==> src/rtl/trace_port_tx.sv <==
// Trace port transmitter: serialises 128-bit TPIU frames (or the 32-bit full-sync
// word when no frame is pending) LSB first onto a 1/2/4-lane DDR trace bus.
// traceDouta carries the first W bits of each cycle's chunk, traceDoutb the next W.

module trace_port_tx #(
   parameter int unsigned SYNC_INTERVAL = 16,
   parameter int unsigned MAX_BUS_WIDTH = 4
) (
   input  logic                     clk,
   input  logic                     rst,
   input  logic [1:0]               Width,
   input  logic [127:0]             Frame,
   input  logic                     FrameValid,
   output logic                     FrameNext,
   output logic [MAX_BUS_WIDTH-1:0] traceDouta,
   output logic [MAX_BUS_WIDTH-1:0] traceDoutb,
   output logic                     InFrame,
   output logic [31:0]              FramesSent,
   output logic [15:0]              SyncsSent
);

   localparam logic [127:0] SyncWord = {96'd0, 32'h7FFF_FFFF};

   typedef enum logic {StSync, StFrame} state_e;

   state_e       r_state;
   logic         r_act;     // low only in the cycle right after reset: nothing on the bus yet
   logic [5:0]   r_cyc;     // index of the chunk currently on the outputs
   logic [1:0]   r_wid;     // width code latched at the start of the current word
   logic [127:0] r_sh;      // remaining (not yet emitted) bits of the current word
   logic [7:0]   r_fss;     // frames sent since the last completed sync word

   logic [5:0]   w_last;
   logic         w_bound;
   logic [7:0]   w_fss_done;
   logic         w_go_frame;
   logic         w_start;
   logic         w_take;
   logic [127:0] w_src;
   logic [1:0]   w_wid;
   logic [MAX_BUS_WIDTH-1:0] w_a;
   logic [MAX_BUS_WIDTH-1:0] w_b;
   logic [127:0] w_sh_nxt;

   // Word length and the boundary / next-word decision for the current cycle
   always_comb begin
      w_last = 6'd3;
      unique case (r_wid)
         2'b00:   w_last = (r_state == StFrame) ? 6'd63 : 6'd15;
         2'b01:   w_last = (r_state == StFrame) ? 6'd31 : 6'd7;
         default: w_last = (r_state == StFrame) ? 6'd15 : 6'd3;
      endcase
      w_bound = r_act && (r_cyc == w_last);
      // Count as it will stand once the current word completes
      w_fss_done = (r_state == StFrame) ? (r_fss + 8'd1) : 8'd0;
      w_go_frame = FrameValid &&
                   ((r_state == StSync) || ({24'd0, w_fss_done} < 32'(SYNC_INTERVAL)));
      w_take     = w_bound && w_go_frame;
      w_start    = !r_act || w_bound;
      // FrameNext must answer FrameValid in the same cycle, so it is decoded from state
      FrameNext  = w_take && !rst;
      w_src      = w_take ? Frame : (w_start ? SyncWord : r_sh);
      w_wid      = w_start ? Width : r_wid;
   end

   // Pick the next 2W bits from the word source and shift them out of the register
   always_comb begin
      w_a      = '0;
      w_b      = '0;
      w_sh_nxt = w_src;
      unique case (w_wid)
         2'b00: begin
            w_a[0]   = w_src[0];
            w_b[0]   = w_src[1];
            w_sh_nxt = w_src >> 2;
         end
         2'b01: begin
            w_a[1:0] = w_src[1:0];
            w_b[1:0] = w_src[3:2];
            w_sh_nxt = w_src >> 4;
         end
         default: begin
            w_a[3:0] = w_src[3:0];
            w_b[3:0] = w_src[7:4];
            w_sh_nxt = w_src >> 8;
         end
      endcase
   end

   // Word sequencer: registered bus outputs, state and counters
   always_ff @(posedge clk) begin
      if (rst) begin
         r_state    <= StSync;
         r_act      <= 1'b0;
         r_cyc      <= 6'd0;
         r_wid      <= 2'b10;
         r_sh       <= SyncWord;
         r_fss      <= 8'd0;
         traceDouta <= '0;
         traceDoutb <= '0;
         InFrame    <= 1'b0;
         FramesSent <= 32'd0;
         SyncsSent  <= 16'd0;
      end else begin
         r_act      <= 1'b1;
         r_wid      <= w_wid;
         r_sh       <= w_sh_nxt;
         traceDouta <= w_a;
         traceDoutb <= w_b;
         if (w_start) begin
            r_cyc   <= 6'd0;
            r_state <= w_take ? StFrame : StSync;
            InFrame <= w_take;
         end else begin
            r_cyc   <= r_cyc + 6'd1;
         end
         if (w_bound) begin
            if (r_state == StFrame) begin
               FramesSent <= FramesSent + 32'd1;
               r_fss      <= r_fss + 8'd1;
            end else begin
               SyncsSent  <= SyncsSent + 16'd1;
               r_fss      <= 8'd0;
            end
         end
      end
   end

endmodule

==> config.mk <==
export PLATFORM = sky130hd
export DESIGN_NAME = trace_port_tx
export DESIGN_NICKNAME = d
export VERILOG_FILES = /design/src/rtl/trace_port_tx.sv
export SDC_FILE = /design/constraint.sdc
export NUM_CORES = 1
export LEC_CHECK = 0
export BUFFER_PORTS_ARGS = -buffer_cell sky130_fd_sc_hd__buf_4
export CAP_MARGIN = 40
export CORE_ASPECT_RATIO = 0.9
export CORE_MARGIN = 3
export CORE_UTILIZATION = 35
export DETAILED_ROUTE_END_ITERATION = 7
export MAX_ROUTING_LAYER = met4
export PLACE_DENSITY = 0.63
export RECOVER_POWER = 100
export SYNTH_ARGS = -nofsm -noshare
export SYNTH_HDL_FRONTEND = slang
export SYNTH_SLANG_ARGS = --single-unit
==> constraint.sdc <==
create_clock -name clk -period 3.8 [get_ports clk]
set_input_delay 0 -clock clk [delete_from_list [all_inputs] [get_ports clk]]
set_output_delay 0 -clock clk [all_outputs]
set_load 0.05 [all_outputs]
==> key figures <==
Routing
  • Initial DRT Pass Iterations: 6
  • Final WL: 40.3 mm
  • Antenna Nets Post-Route: 0
  • Post-DR wirelength/cell: 19.8 microns
  • Via density: 6.40
  • DRC viols: 0
  • Vias: 13000
  • Initial DRC Count: 1295

STA
  • Fin Hold WS: 0.0399 ns
  • Final period utilization: 92.6%
  • Final hold vios: 0
  • Worst clock skew: 0.0173 ns
  • Actual slew at the worst max-slew pin: 1.11 ns
  • Sum of negative setup slack: 0 ns
  • Max-slew violations: 0
  • Worst slew margin: 25.3%
  • Final Setup Violations: 0
  • Post-route minimum period: 3.52 ns
  • Maximum clock rate: 284 MHz
  • RSZ-0062 raised after global routing: no

Clock tree
  • CTS Buf Count: 17
  • Clock latency on the worst-skew pair: 0.45 ns
  • Clk buf depth: 2
  • Root Buffer: clkbuf_16
  • Post CTS Setup Buffer Count: 0
  • CTS tree: done
  • Clock transition at path regs: 0.08 ns
  • Number of H-tree levels: 4
  • CTS Sinks: 200

Setup path
  • Crit end category: flop
  • Slowest-stage cell, CP: dlygate4sd3_1
  • Reg2reg start: InFrame$_SDFFE_PP0P_
  • CP peak stage delay: 0.57 ns
  • Worst reg2reg setup slack: 0.28 ns
  • CP top delay family: compound AO/OA/AOI/OAI gates
  • WP buf/inv: 3
  • Worst-path fanout max: 29
  • Critical Path AT: 3.91 ns
  • Critical Setup Path Class: flop to flop
  • Worst setup SP type: flop
  • CP required: 4.20 ns
  • CP Capture Point: r_sh[13]$_SDFF_PP1_
  • Reg2reg end: r_sh[13]$_SDFF_PP1_
  • R2R depth: 9
  • Worst Setup SP: InFrame$_SDFFE_PP0P_
  • Critical Path Stages: 9
  • Critical path, cell by cell: or3b_1 > a31o_1 > a32o_1 > clkbuf_1 > a21oi_1 > buf_4 > o22ai_1 > a32oi_1 > dlygate4sd3_1

Logic synthesis
  • Cell area after synthesis: 0.0117 sq mm
  • Post-synth EDFFs: 0
  • Syn_area_per_cell: 8.71 sq um
  • Synth area leader: dfxtp_1
  • Synth Flop Type: dfxtp_1
  • Top cells by count, synth: dfxtp_1, a22oi_1, clkbuf_1
  • #FFs+latches synth: 200
  • Async set or reset register ratio after synthesis: 0%
  • Share of the synthesized area in the top cell type: 34.2%
  • Synth unique cells: 60
  • Post-Syn Instances: 1345
  • Sequential fraction of the synthesis area: 34.2%
  • Synth warn: 0
  • Net Count, Synth: 1482
  • Synth area leaders: dfxtp_1, a22oi_1, a221oi_1
  • Top-count cell post-synth: dfxtp_1

Power
  • PD cells: 338 mW/mm^2
  • Flop pwr share: 43.3%
  • P_leak: 5.53 nW
  • Clock power frac: 36.5%
  • Sw power: 1.49 mW
  • Cell Int Power: 3.78 mW
  • Peak supply drop: 0.318 mV
  • Combinational Power Share: 20.3%
  • Switch share: 28.3%

Floorplanning
  • Rows: 62
  • Core area: 0.0324 sq mm
  • Initial Util: 36.1%
  • Die W: 199 microns
  • Die area: 0.0357 sq mm
  • Top-Level Pins: 191
  • Die height: 180 microns

Flow run
  • Number of max-cap violations: 0

Place
  • Post-DP HPWL: 24.2 mm
  • Routability cong.: 0.820
  • IO buf count: 190

Global route
  • GR Util All Layers: 22.1%
  • Total gr overflow: 0
  • Vias in the first global route: 12400
  • Initial antenna violation count: 1
  • Global-route wire length before repair: 64.4 mm
  • Largest net degree at the start of global routing: 179

Min path
  • Worst hold path depth: 5
  • HP Class: input pin to flop

Layout
  • NumNets Final: 1746
  • Area grow syn2layout: 33.1%
  • Share of cells above drive strength 1: 14.0%

Run status
  • Status: finished, final reports clean
state kept, by name (all words and copies together), names as in the netlist:
register,count
FramesSent,32
InFrame,1
SyncsSent,16
r_act,1
r_cyc,6
r_fss,8
r_sh,126
r_wid,2
traceDouta,4
traceDoutb,4
final cells by class:
cell class / count / area [sq um]
Clock inverter: 9 / 115
Fill cell: 3154 / 16800
Multi-Input combinational cell: 957 / 6880
Tap cell: 416 / 520
Sequential cell: 200 / 4010
Inverter: 18 / 68.8
Clock buffer: 23 / 488
Timing Repair Buffer: 415 / 3510
Antenna cell: 1 / 2.50
per-layer routing:
layer	global-route usage [%]	vias up	share of wire [%]
li1	-	6138	-
met1	29.3	6397	46
met2	35.2	477	48
met3	3.78	36	5.5
met4	5.31	0	1.3
met5	-	-	0
stage by stage:
| stage | std cells | utilization [%] | instance area [sq um] | setup slack, ns | total power, mW |
|---|---|---|---|---|---|
| final | 2039 | 48.1 | 15600 | 0.281 | 5.27 |
| after global routing | 2039 | 48.1 | 15600 | 0.0773 | 5.50 |
| after CTS | 2038 | 48.8 | 15800 | 0.177 | 5.30 |
| after detailed placement | 1813 | 41.0 | 13300 | 0.668 | 3.20 |
| after global placement | 1812 | 40.9 | 13300 | 0.645 | 3.19 |
| after floorplan | 1345 | - | 11700 | 0.838 | 2.87 |
cell families (layout without fill, tap and decap cells):
| group | count (synthesis) | in the layout | share of synthesized area (%) |
|---|---|---|---|
| compound gates | 595 | 595 | 39.6 |
| simple gates | 341 | 341 | 17.0 |
| flops | 200 | 200 | 34.2 |
| buf+inv | 188 | 465 | 7.39 |
| xor+xnor | 11 | 11 | 0.822 |
| mux | 6 | 6 | 0.534 |
| fa+ha+maj | 4 | 4 | 0.427 |
| other cells | 0 | 1 | 0 |
cell usage in the layout, fill, tap and decap left out, types with 41 or more instances in the layout:
cell type      Yosys  final
buf_4             11    148
dlygate4sd3_1      0    193
dfxtp_1          200    199
a22oi_1          172    172
o32ai_1           74     74
or3_1            106    106
clkbuf_1         110     63
a21oi_1           53     53
and3_1            41     41
o22ai_1           57     56
a221oi_1          88     88
tightest hold or removal path: cells and delay by family:
family,cells,cell delay [ns]
simple gates,3,0.25
buf+inv,1,0.12
compound gates,1,0.07
worst min path at each step:
stage	from	to	slack, ns
floorplan	Frame[127]	r_sh[125]$_SDFF_PP0_	0.14
global placement	Frame[0]	traceDouta[0]$_SDFF_PP0_	0.28
detailed placement	Frame[0]	traceDouta[0]$_SDFF_PP0_	0.27
CTS	Frame[32]	r_sh[24]$_SDFF_PP1_	0.02
global route	Frame[31]	r_sh[23]$_SDFF_PP1_	0.05
finish	Frame[32]	r_sh[24]$_SDFF_PP1_	0.04
power by group through the flow:
stage	logic, mW	clock network, mW	registers (mW)
final	1.07	1.92	2.28
after global routing	1.15	2.06	2.29
after CTS	1.06	1.97	2.27
after detailed placement	0.877	0	2.32
after global placement	0.871	0	2.32
after floorplan	0.546	0	2.32
repair_timing:
action	CTS	global route
endpoints found under the hold margin	130	0
hold buffers	193	0
endpoints found under the setup margin	0	49
resized for setup	0	3
(Power assumes the default switching activity.)
